**src/rtl/apb_master.sv**
```systemverilog
// APB initiator: one valid/ready command becomes one SETUP->ACCESS transfer,
// answered by a single-cycle response pulse carrying read data or a timeout flag.
module apb_master #(
    parameter int unsigned TIMEOUT = 16,
    parameter int unsigned AW      = 8,
    parameter int unsigned DW      = 32
) (
    input  logic          pclk,
    input  logic          preset,
    input  logic          cmd_valid,
    output logic          cmd_ready,
    input  logic          cmd_write,
    input  logic [AW-1:0] cmd_addr,
    input  logic [DW-1:0] cmd_wdata,
    output logic          rsp_valid,
    output logic [DW-1:0] rsp_rdata,
    output logic          rsp_err,
    output logic          psel,
    output logic          penable,
    output logic          pwrite,
    output logic [AW-1:0] paddr,
    output logic [DW-1:0] pwdata,
    input  logic          pready,
    input  logic [DW-1:0] prdata
);

    localparam int unsigned CW = $clog2(TIMEOUT + 1);

    typedef enum logic [1:0] {IDLE, SETUP, ACCESS} state_t;

    state_t        state, state_nxt;
    logic [CW-1:0] cnt, cnt_nxt;
    logic [CW-1:0] cnt_inc;
    logic          cmd_ready_nxt, psel_nxt, penable_nxt, pwrite_nxt;
    logic [AW-1:0] paddr_nxt;
    logic [DW-1:0] pwdata_nxt, rsp_rdata_nxt;
    logic          rsp_valid_nxt, rsp_err_nxt;

    always_ff @(posedge pclk or negedge preset) begin
        if (!preset) begin
            state     <= IDLE;
            cnt       <= '0;
            cmd_ready <= 1'b1;
            psel      <= 1'b0;
            penable   <= 1'b0;
            pwrite    <= 1'b0;
            paddr     <= '0;
            pwdata    <= '0;
            rsp_valid <= 1'b0;
            rsp_err   <= 1'b0;
            rsp_rdata <= '0;
        end else begin
            state     <= state_nxt;
            cnt       <= cnt_nxt;
            cmd_ready <= cmd_ready_nxt;
            psel      <= psel_nxt;
            penable   <= penable_nxt;
            pwrite    <= pwrite_nxt;
            paddr     <= paddr_nxt;
            pwdata    <= pwdata_nxt;
            rsp_valid <= rsp_valid_nxt;
            rsp_err   <= rsp_err_nxt;
            rsp_rdata <= rsp_rdata_nxt;
        end
    end

    assign cnt_inc = cnt + 1'b1;

    always_comb begin
        state_nxt     = state;
        cnt_nxt       = cnt;
        cmd_ready_nxt = cmd_ready;
        psel_nxt      = psel;
        penable_nxt   = penable;
        pwrite_nxt    = pwrite;
        paddr_nxt     = paddr;
        pwdata_nxt    = pwdata;
        rsp_valid_nxt = 1'b0;
        rsp_err_nxt   = 1'b0;
        rsp_rdata_nxt = rsp_rdata;

        case (state)
            IDLE: begin
                if (cmd_valid) begin
                    state_nxt     = SETUP;
                    cnt_nxt       = '0;
                    cmd_ready_nxt = 1'b0;
                    psel_nxt      = 1'b1;
                    penable_nxt   = 1'b0;
                    pwrite_nxt    = cmd_write;
                    paddr_nxt     = cmd_addr;
                    pwdata_nxt    = cmd_wdata;
                end
            end
            SETUP: begin
                state_nxt   = ACCESS;
                penable_nxt = 1'b1;
            end
            ACCESS: begin
                // pready is checked first so a ready on the final wait cycle is a normal completion
                if (pready || (cnt_inc == CW'(TIMEOUT))) begin
                    state_nxt     = IDLE;
                    cmd_ready_nxt = 1'b1;
                    psel_nxt      = 1'b0;
                    penable_nxt   = 1'b0;
                    rsp_valid_nxt = 1'b1;
                    rsp_err_nxt   = !pready;
                    rsp_rdata_nxt = (pready && !pwrite) ? prdata : '0;
                end else begin
                    cnt_nxt = cnt_inc;
                end
            end
            default: begin
                state_nxt = IDLE;
            end
        endcase
    end

endmodule

```
**config.mk**
```make
export PLATFORM = sky130hd
export DESIGN_NAME = apb_master
export DESIGN_NICKNAME = d
export VERILOG_FILES = /design/src/rtl/apb_master.sv
export SDC_FILE = /design/constraint.sdc
export NUM_CORES = 1
export LEC_CHECK = 0
export BUFFER_PORTS_ARGS = -buffer_cell sky130_fd_sc_hd__buf_2
export CORE_AREA = 5 5 96 98
export CTS_CLUSTER_SIZE = 24
export DETAILED_ROUTE_END_ITERATION = 10
export DIE_AREA = 0 0 101 103
export PLACE_DENSITY_LB_ADDON = 0.1
export SLEW_MARGIN = 40
export SYNTH_ARGS = -nofsm -noshare
export SYNTH_HDL_FRONTEND = slang
export SYNTH_SLANG_ARGS = --single-unit
```
**constraint.sdc**
```tcl
create_clock -name pclk -period 1.6 [get_ports pclk]
set_input_delay 0.32 -clock pclk [delete_from_list [all_inputs] [get_ports pclk]]
set_output_delay 0.32 -clock pclk [all_outputs]
set_load 0.03 [all_outputs]
```
======== Yosys cells after proc, flatten, opt, wreduce, memory -nomap -nowiden ========
Index checks and enable logic that the tools add are counted.
cells by class
  $add $sub $neg .......................... 1
  equal/unequal tests ..................... 6
  muxes and demuxes ....................... 18
  reduce and logical (&&, ||, !) cells .... 13
operators with widths
  cell                   count
  $mux W32               1
  $mux W5                2
  $pmux W5 S2            1
  $reduce_and A3 Y1      3
  $mux W1                8
  $ne A2 B2 Y1 const B   3
  $pmux W2 S3            1
  $reduce_and A2 Y1      3
  $add A5 B1 Y5 const B  1
  $eq A5 B5 Y1 const B   1
  $mux W2                2
  $pmux W1 S2            2
  $pmux W1 S3            1
  $reduce_bool A3 Y1     1
  $eq A2 B1 Y1 const B   1
  $eq A2 B2 Y1 const B   1
  $logic_not A1 Y1       2
  $logic_not A2 Y1       1
  $reduce_bool A2 Y1     1
  $logic_and A1 B1 Y1    1
  $logic_or A1 B1 Y1     1
storage, ports and cells
  flip-flop bits (word level) ............. 85
  input port bits ......................... 77

======== Logic depth before layout (Yosys ltp) ========
Gate-level depths: netlist (run 1).
  word-level depth ........................ 5
  mapped depth ............................ 7

======== Worst setup path after synthesis (run 1) ========
Ideal clock, no wire load.
  path type ............................... flip-flop to flip-flop
  start ................................... register cnt[4]
  end ..................................... register rsp_rdata[26]
  arrival ................................. 1357 ps
  required time ........................... 1478 ps
  slack ................................... 122 ps
  stages on the path, launching flop included .. 5
  path buffers ............................ 0
  clock period less this slack ............ 1478 ps
  cells stage by stage .................... dfrtp_1 and4b_1 a21oi_4 or3_4 a32o_1
between the ends
  longest elaborated chain between the ends .. 4
ends and longest elaborated chain
  item                         line  text
  start: declaration           32    logic [CW-1:0] cnt, cnt_nxt;
  start signal: assignment     54    cnt <= cnt_nxt;
  $add A5 B1 Y5                67    assign cnt_inc = cnt + 1'b1;
  $eq A5 B5 Y1                 101   if (pready || (cnt_inc == CW'(TIMEOUT))) begin
  $logic_or A1 B1 Y1           101
  $reduce_and A2 Y1 (no line)  -
  end signal: assignment       63    rsp_rdata <= rsp_rdata_nxt;
  end: declaration             16    output logic [DW-1:0] rsp_rdata,
No other way between the ends.
A chain may end at the register's enable or synchronous reset.

======== Worst setup path after layout (run 1) ========
  start ................................... register cnt[4]
  end ..................................... register rsp_rdata[29]
Same word-level chain as after synthesis.

==> results of run 1 <==
==> state kept, by name, indices dropped and copies added, names as in the netlist <==
name       cells
paddr          8
rsp_err        1
pwdata        32
rsp_rdata     32
cnt            5
state          2
psel           1
rsp_valid      1
pwrite         1
penable        1
cmd_ready      1
==> routing by layer <==
| metal | part of all wire [%] | up-vias | global-route usage, % | wire [um] |
|---|---|---|---|---|
| li1 | - | 1485 | - | - |
| met4 | 1.1 | 0 | 6.75 | 102 |
| met1 | 44 | 1363 | 20.8 | 3950 |
| met5 | 0 | - | 0 | 0 |
| met3 | 8.8 | 8 | 4.19 | 790 |
| met2 | 46 | 105 | 24.9 | 4130 |
==> kinds of logic (layout without fill, tap and decap cells) <==
group                    after synthesis  count (layout)  synth area share [%]
AND/OR/NAND/NOR                      203             203                  24.3
XOR/XNOR                               1               1                 0.259
multiplexers                           3               3                 0.888
buffers and inverters                 23             196                  3.07
AO/OA/AOI/OAI                         45              45                  8.18
adder cells (fa/ha/maj)                1               1                 0.370
flip-flops                            85              85                  62.9
==> placed cells by master, fill, tap and decap left out, types with 2 or more instances in the layout <==
cell / Yosys / final
a21oi_1: 2 / 2
a32o_1: 5 / 5
buf_12: 0 / 4
buf_2: 7 / 153
buf_4: 0 / 15
bufinv_16: 0 / 2
clkbuf_16: 0 / 2
clkbuf_8: 0 / 10
dfrtp_1: 84 / 81
dfrtp_2: 0 / 3
inv_1: 4 / 4
mux2i_1: 3 / 3
nand2_1: 186 / 185
nand2b_1: 4 / 3
nor2b_1: 2 / 2
o21ai_0: 32 / 30
o21ai_1: 0 / 2
==> critical path, cell delays in order (launching register included) <==
cell and delay [ps]:
dfrtp_1 410, and4b_1 310, a21oi_4 70, or3_4 400, a32o_1 260
==> power breakdown <==
part / internal (mW) / switching (mW) / leakage, nW
combinational: 1.39 / 3.27 / 1.43
sequential: 3.11 / 0.542 / 1.07
clock: 0.912 / 0.715 / 0.105
total: 5.41 / 4.53 / 2.61
==> worst min path at each step <==
| stage | endpoint | startpoint | slack, ps | cells after the start |
|---|---|---|---|---|
| final | paddr[1] | cmd_addr[1] | 160 | 3 |
| after global routing | pwdata[3] | cmd_wdata[3] | 150 | 3 |
| after CTS | pwdata[3] | cmd_wdata[3] | 140 | 3 |
| after detailed placement | rsp_rdata[27] | preset | 290 | 1 |
| after global placement | rsp_rdata[27] | preset | 280 | 1 |
| after floorplan | cnt[0] | preset | 20 | 0 |
==> per-stage QoR <==
| step | setup WS [ps] | cells | utilization, % | power (mW) |
|---|---|---|---|---|
| after floorplan | 122 | 361 | - | 6.70 |
| after global placement | 76.3 | 620 | 52.2 | 8.20 |
| after detailed placement | 60.5 | 620 | 52.2 | 8.30 |
| after CTS | 50.1 | 636 | 54.9 | 9.96 |
| after global routing | -11.6 | 642 | 56.3 | 10.6 |
| final | 55.6 | 642 | 56.3 | 9.94 |
==> what timing repair did <==
item,in CTS,in global routing
endpoints found under the hold margin,27,0
hold buffers,1,0
setup buffers,0,4
resized for setup,0,13
endpoints found under the setup margin,0,71
==> cell type report <==
cell class | instances | area [um2] | area share [%]
clock buffer | 11 | 141 | 3.00
clock inverter | 4 | 72.6 | 1.54
inverter | 5 | 21.3 | 0.451
multi-input combinational | 253 | 1180 | 25.1
sequential | 85 | 2130 | 45.2
tap | 108 | 135 | 2.87
timing repair buffer | 176 | 1030 | 21.8
==> flow_metrics.py, run 1 <==
metrics = {
    "worst_hold_path": {
        "worst_hold_path_type": "primary input to register",
    },
    "power": {
        "irDropWorstVdd_mv": 0.892,
        "powerDensity_mw_per_mm2": 2110,
        "pleak_nw": 2.61,
    },
    "grt": {
        "grt_antenna_before_repair": 0,
        "grt_pass1_wl_mm": 13.1,
        "grt_start_max_net_pins": 39,
        "number_of_global_route_vias_before_repair": 2775,
        "globalRouteOverflowTotal": 0,
        "globalRouteTotalUtil_pct": 15.8,
    },
    "cells_and_area": {
        "finished_layout_cell_area_mm2": 0.00471,
        "insertedDiodeCount": 0,
        "layout.filler_cells": 772,
        "area_growth_pct": 39.4,
        "proportion_of_layout_cells_with_a_drive_suffix_above_1_pct": 38.4,
        "num-nets-final": 608,
    },
    "status": {
        "status": "complete, no violations",
    },
    "synthesis": {
        "postSynth.topFlopCell": "dfrtp_1",
        "ys_top_cells_by_area": "dfrtp_1 62%, nand2_1 21%, o21ai_0 4.7%",
        "cell_with_the_most_instances_after_synthesis": "nand2_1",
        "syn-mean-instance-area_um2": 9.37,
        "synthesis.instances": 361,
        "synth.largest_area_cell": "dfrtp_1",
        "seq_area_frac_synth_pct": 62.9,
        "ys_seq_elements": 85,
        "number_of_enable_flip_flop_cells_after_synthesis": 0,
        "netlist.area_leader.share_pct": 62.2,
        "yosys_warnings": 0,
        "proportion_of_synthesized_flip_flops_having_asynchronous_set_or_reset_pct": 100,
        "syn_area_mm2": 0.00338,
        "mappedNetlistNets": 439,
        "synthDistinctLibCells": 33,
        "synth.top_cells.by_count": "186 x nand2_1, 84 x dfrtp_1, 32 x o21ai_0",
    },
    "timing": {
        "totalNegativeSetupSlack_ps": 0,
        "final.hold.worst_slack_ps": 160,
        "slew_violations": 0,
        "worst_slew_margin_rel_pct": 71.8,
        "rsz0062_at_grt": "true",
        "worstMarginPinSlew_ps": 423,
        "report.final.hold_viol_count": 0,
        "min_period_over_period_pct": 96.5,
        "timing.fmax_mhz": 647,
        "skew_ps": 9.46,
        "minimum_clock_period_after_layout_ps": 1540,
        "final-setup-viol-count": 0,
    },
    "place": {
        "gpl.final_weighted_congestion": 0.805,
        "numPortBuffers": 154,
        "post_dp_cell_area_mm2": 0.00437,
        "dp_hpwl_mm": 6.25,
    },
    "floorplan": {
        "floorplan.initialDensity_pct": 40.4,
        "floorplan.rows": 34,
        "die_width_um": 101,
        "die-height_um": 103,
        "pin_count": 155,
        "core_mm2": 0.00838,
        "dieArea_mm2": 0.0104,
    },
    "critical_path": {
        "cp-start-kind": "register",
        "ff2ff_setup_slack_ps": 60,
        "number_of_cell_instances_on_the_worst_register_to_register_path": 4,
        "critical_path_peak_fanout": 6,
        "critical_path_class": "register to register",
        "rr_startpoint": "cnt[4]",
        "setup_crit_end": "rsp_rdata[29]",
        "critical_path_required_ps": 1830,
        "startpoint": "cnt[4]",
        "worst-endpoint-arrival_ps": 1780,
        "critPathCaptureType": "register",
        "regToRegEndpoint": "rsp_rdata[29]",
    },
    "clocking": {
        "worst_skew_pair.late_latency_ps": 340,
        "clk_pin_slew_worst_paths_ps": 80,
        "clock_tree_from_tritoncts": "yes",
        "cts.htree.levels": 3,
        "tritoncts.num_buffers": 9,
        "clk_path_buf_depth": 2,
        "cts.root.buffer_cell": "clkbuf_8",
        "cts.sinks": 85,
    },
    "route": {
        "wl_per_cell_um": 14.0,
        "viasPerCell": 4.61,
        "drt-initial-drc-count": 85,
        "route.antenna.remaining_nets": 0,
        "detail_route.wirelength_mm": 8.97,
        "first_drt_pass_iteration_count": 6,
        "post_route_drc_violation_count": 0,
        "via_count": 2961,
    },
    "flow_run": {
        "count_of_maximum_capacitance_violations": 0,
    },
}
(Power assumes the default switching activity.)
==> run 2, diff against run 1 <==
- RECOVER_POWER: default -> 50
==> flow_metrics.py, run 2 (synthesis gave the netlist of run 1 again) <==
metrics = {
    "cells_and_area": {
        "insertedDiodeCount": 0,
        "final_core_util_pct": 55.6,
        "layout.cells.most_common_list": "185 x nand2_1, 121 x buf_2, 81 x dfrtp_1",
        "area_growth_pct": 37.7,
        "mostFrequentLayoutCell": "nand2_1",
        "proportion_of_layout_cells_with_a_drive_suffix_above_1_pct": 32.4,
        "reg_top3": "pwdata: 32 flops, rsp_rdata: 32 flops, paddr: 8 flops",
        "num-nets-final": 608,
        "finished_layout_cell_area_mm2": 0.00466,
        "layout.filler_cells": 786,
    },
    "route": {
        "first_drt_pass_iteration_count": 4,
        "met1_length_mm": 3.98,
        "via_count": 2971,
        "route.top_layer_used": "met4",
        "post_route_drc_violation_count": 0,
        "drt-initial-drc-count": 81,
        "viasPerCell": 4.63,
        "met3_wl_um": 779,
        "wl_per_cell_um": 14.0,
        "detail_route.wirelength_mm": 9.00,
        "route.antenna.remaining_nets": 0,
        "routed-wl-met2_mm": 4.13,
    },
    "floorplan": {
        "core_mm2": 0.00838,
        "floorplan.rows": 34,
        "pin_count": 155,
        "dieArea_mm2": 0.0104,
        "die_width_um": 101,
        "die-height_um": 103,
        "floorplan.initialDensity_pct": 40.4,
    },
    "critical_path": {
        "cp-start-kind": "register",
        "worst-endpoint-arrival_ps": 1780,
        "crit_slowest_cell": "dfrtp_1",
        "startpoint": "cnt[4]",
        "timing.critical_path.slowest_cell_delay_ps": 410,
        "path_delay_family": "simple AND/OR/NAND/NOR gates",
        "crit_cells": 4,
        "regToRegEndpoint": "rsp_rdata[29]",
        "critical_path_peak_fanout": 6,
        "setup_crit_end": "rsp_rdata[29]",
        "ff2ff_setup_slack_ps": 50,
        "crit_chain": "and4b_1, a21oi_4, or3_4, a32o_1",
        "critical_path_required_ps": 1830,
        "critical_path_class": "register to register",
        "number_of_cell_instances_on_the_worst_register_to_register_path": 4,
        "rr_startpoint": "cnt[4]",
        "path_buf_inv": 0,
        "critPathCaptureType": "register",
    },
    "grt": {
        "grt_antenna_before_repair": 0,
        "number_of_global_route_vias_before_repair": 2775,
        "globalRouteOverflowTotal": 0,
        "globalRouteTotalUtil_pct": 15.8,
        "grt_start_max_net_pins": 39,
        "grt_pass1_wl_mm": 13.1,
    },
    "place": {
        "dp_hpwl_mm": 6.25,
        "gpl.final_weighted_congestion": 0.805,
        "numPortBuffers": 154,
        "pre_cts_slack_ps": 60.5,
        "post_dp_cell_area_mm2": 0.00437,
    },
    "timing": {
        "worstMarginPinSlew_ps": 787,
        "layout_setup_ws_ps": 54.2,
        "rsz0062_at_grt": "true",
        "timing.fmax_mhz": 647,
        "report.final.hold_viol_count": 0,
        "skew_ps": 9.70,
        "final-setup-viol-count": 0,
        "min_period_over_period_pct": 96.6,
        "slew_violations": 0,
        "minimum_clock_period_after_layout_ps": 1550,
        "worst_slew_margin_rel_pct": 47.5,
    },
    "clocking": {
        "clock_tree_from_tritoncts": "yes",
        "clk_path_buf_depth": 2,
        "worst_skew_pair.late_latency_ps": 340,
        "tritoncts.num_buffers": 9,
        "clk_pin_slew_worst_paths_ps": 80,
        "cts.root.buffer_cell": "clkbuf_8",
        "cts.htree.levels": 3,
        "cts.sinks": 85,
    },
    "worst_hold_path": {
        "worst_hold_path_type": "primary input to register",
    },
    "power": {
        "clock_power_share_pct": 16.5,
        "power.sequential.fraction_pct": 37.3,
        "irDropWorstVdd_mv": 0.891,
        "swShare_pct": 46.1,
        "pleak_nw": 2.49,
        "comb_power_share_pct": 46.2,
        "power_switching_mw": 4.54,
        "internal-power_mw": 5.30,
        "post_layout_total_power_mw": 9.84,
        "powerDensity_mw_per_mm2": 2110,
    },
    "status": {
        "status": "complete, no violations",
    },
    "flow_run": {
        "count_of_maximum_capacitance_violations": 0,
    },
}
-- run 2: changes by cell type in the layout (fill, tap and decap cells not counted) --
cell,before,now
buf_12,4,3
clkbuf_1,1,33
buf_4,15,11
buf_2,153,121
clkbuf_2,0,3
clkbuf_4,0,1
buf_6,1,2
-- run 2: worst reg2reg max path: cells and delay by family (launching register included) --
family           cells  cell delay (ps)
AO/OA/AOI/OAI        2              330
AND/OR/NAND/NOR      2              710
flip-flops           1              410
-- run 2: worst min-delay path by stage --
stage	from	end	slack, ps	depth (start not counted)
3_5_place_dp	preset	rsp_rdata[27]	290	1
5_1_grt	cmd_wdata[3]	pwdata[3]	150	3
3_3_place_gp	preset	rsp_rdata[27]	280	1
6_report	cmd_addr[1]	paddr[1]	160	3
2_1_floorplan	preset	cnt[0]	20	0
4_1_cts	cmd_wdata[3]	pwdata[3]	140	3
-- run 2: final cells by class --
| class | count | area (um2) | share of cell area (%) |
|---|---|---|---|
| Sequential cell | 85 | 2130 | 45.8 |
| Multi-Input combinational cell | 253 | 1180 | 25.4 |
| Timing Repair Buffer | 176 | 973 | 20.9 |
| Clock buffer | 11 | 141 | 3.04 |
| Tap cell | 108 | 135 | 2.90 |
| Clock inverter | 4 | 72.6 | 1.56 |
| Inverter | 5 | 21.3 | 0.457 |
-- run 2: per-stage QoR --
step / instances / hold slack, ps / TNS [ps]
after global routing: 642 / 151 / -61.3
after detailed placement: 620 / 287 / 0
after global placement: 620 / 284 / 0
final: 642 / 159 / 0
after CTS: 636 / 136 / 0
after floorplan: 361 / 24.4 / 0
-- run 2: repair_timing --
| item | 4_1_cts | 5_1_grt |
|---|---|---|
| endpoints found under the hold margin | 27 | 0 |
| resized for setup | 0 | 13 |
| setup buffers | 0 | 4 |
| endpoints found under the setup margin | 0 | 71 |
| hold buffers | 1 | 0 |
-- run 2: per-layer routing --
layer	track usage, %	vias to the layer above
met1	20.8	1373
met2	24.9	105
met4	6.75	0
met5	0	-
met3	4.19	8
li1	-	1485
-- run 2: power groups by stage --
stage                     registers [mW]  clock network, mW  logic (mW)
after detailed placement            3.66                  0        4.64
after CTS                           3.64               1.69        4.63
after global routing                3.80               1.75        4.91
after global placement              3.65                  0        4.55
after floorplan                     5.47                  0        1.23
final                               3.67               1.63        4.55
==> run 3, diff against run 2 <==
- RECOVER_POWER: 50 -> 100
==> flow_metrics.py, run 3 (synthesis gave the netlist of run 1 again) <==
metrics = {
    "timing": {
        "layout_setup_ws_ps": 59.1,
        "totalNegativeSetupSlack_ps": 0,
        "final.hold.worst_slack_ps": 160,
        "min_period_over_period_pct": 96.3,
        "rsz0062_at_grt": "true",
        "timing.fmax_mhz": 649,
        "worstMarginPinSlew_ps": 788,
        "minimum_clock_period_after_layout_ps": 1540,
        "worst_slew_margin_rel_pct": 47.5,
        "skew_ps": 9.71,
        "slew_violations": 0,
        "report.final.hold_viol_count": 0,
        "final-setup-viol-count": 0,
    },
    "cells_and_area": {
        "multiInputGateArea_mm2": 0.00118,
        "num-nets-final": 608,
        "reg_top3": "pwdata: 32 flops, rsp_rdata: 32 flops, paddr: 8 flops",
        "layout.filler_cells": 816,
        "insertedDiodeCount": 0,
        "finish.cell_count_without_fillers": 642,
        "mostFrequentLayoutCell": "nand2_1",
        "proportion_of_layout_cells_with_a_drive_suffix_above_1_pct": 24.2,
        "area_growth_pct": 36.1,
        "layout.cells.most_common_list": "185 x nand2_1, 81 x dfrtp_1, 77 x clkbuf_1, 77 x buf_2, 30 x o21ai_0",
        "regArea_mm2": 0.00213,
    },
    "place": {
        "gpl.final_weighted_congestion": 0.805,
        "placedCellCount": 620,
        "pre_cts_slack_ps": 60.5,
        "numPortBuffers": 154,
        "dp_hpwl_mm": 6.25,
    },
    "clocking": {
        "cts.htree.levels": 3,
        "clock_tree_from_tritoncts": "yes",
        "clk_pin_slew_worst_paths_ps": 80,
        "worst_skew_pair.late_latency_ps": 340,
        "tritoncts.num_buffers": 9,
        "clk_path_buf_depth": 2,
        "cts.sinks": 85,
        "cts.root.buffer_cell": "clkbuf_8",
    },
    "critical_path": {
        "critical_path_peak_fanout": 14,
        "critPathCaptureType": "register",
        "number_of_cell_instances_on_the_worst_register_to_register_path": 6,
        "crit_chain": "ha_4, nand2_4, buf_6, nor3_4, clkbuf_16, o21ai_0",
        "path_buf_inv": 2,
        "timing.critical_path.slowest_cell_delay_ps": 420,
        "crit_cells": 6,
        "critical_path_class": "register to register",
        "critical_path_required_ps": 1820,
        "worst-endpoint-arrival_ps": 1760,
        "path_delay_family": "flip-flops",
        "cp-start-kind": "register",
        "crit_slowest_cell": "dfrtp_2",
    },
    "floorplan": {
        "floorplan.initialDensity_pct": 40.4,
        "core_mm2": 0.00838,
        "die-height_um": 103,
        "die_width_um": 101,
        "dieArea_mm2": 0.0104,
        "floorplan.rows": 34,
        "pin_count": 155,
    },
    "power": {
        "post_layout_total_power_mw": 9.71,
        "irDropWorstVdd_mv": 0.870,
        "pleak_nw": 2.34,
        "powerDensity_mw_per_mm2": 2110,
    },
    "route": {
        "wl_per_cell_um": 14.0,
        "route.antenna.remaining_nets": 0,
        "first_drt_pass_iteration_count": 4,
        "detail_route.wirelength_mm": 8.96,
        "viasPerCell": 4.61,
        "post_route_drc_violation_count": 0,
        "drt-initial-drc-count": 83,
        "via_count": 2959,
    },
    "grt": {
        "grt_antenna_before_repair": 0,
        "grt_pass1_wl_mm": 13.1,
        "grt_start_max_net_pins": 39,
        "number_of_global_route_vias_before_repair": 2775,
        "globalRouteOverflowTotal": 0,
        "globalRouteTotalUtil_pct": 15.8,
    },
    "worst_hold_path": {
        "worst_hold_path_type": "primary input to register",
        "holdPathStages": 3,
    },
    "flow_run": {
        "count_of_maximum_capacitance_violations": 0,
    },
    "status": {
        "status": "complete, no violations",
    },
}
==> run 3: report_power, final <==
part / internal [mW] / switching [mW]
sequential: 3.12 / 0.567
combinational: 1.12 / 3.27
clock: 0.912 / 0.720
total: 5.15 / 4.56
==> run 3: worst reg2reg max path: stages (launching register included) <==
cell,delay [ps]
dfrtp_2,420
ha_4,170
nand2_4,70
buf_6,130
nor3_4,300
clkbuf_16,230
o21ai_0,90
==> run 3: what timing repair did <==
action,CTS,global route
hold buffers,1,0
gates resized for setup,0,13
setup buffers,0,4
setup endpoints to repair,0,71
endpoints found under the hold margin,27,0
==> run 3: final cells by class <==
type                       count  area share [%]
clock inverter                 4            1.58
multi-input combinational    253            25.7
timing repair buffer         176            20.0
inverter                       5           0.462
sequential                    85            46.3
clock buffer                  11            3.07
tap                          108            2.94
==> run 3: path summary, 6_finish.rpt <==
| kind | to | slack [ps] | startpoint |
|---|---|---|---|
| worst max register to register | rsp_rdata[2] | 60 | cnt[1] |
| min in group asynchronous | state[1] | 600 | preset |
| max in group asynchronous | rsp_rdata[1] | 250 | preset |
| worst min-delay path | paddr[1] | 160 | cmd_addr[1] |
| worst max-delay path | rsp_rdata[2] | 60 | cnt[1] |
| worst min register to register | pwdata[4] | 480 | pwdata[4] |
==> run 3: stage by stage <==
step           area, um2  util [%]
2_1_floorplan       3380         -
3_3_place_gp        4370      52.2
3_5_place_dp        4370      52.2
4_1_cts             4600      54.9
5_1_grt             4600      54.9
6_report            4600      54.9
==> run 3: metal layers <==
layer / up-vias / track usage [%] / share of wire (%)
li1: 1482 / - / -
met1: 1364 / 20.8 / 44
met2: 105 / 24.9 / 46
met3: 8 / 4.19 / 8.9
met4: 0 / 6.75 / 1.1
met5: - / 0 / 0
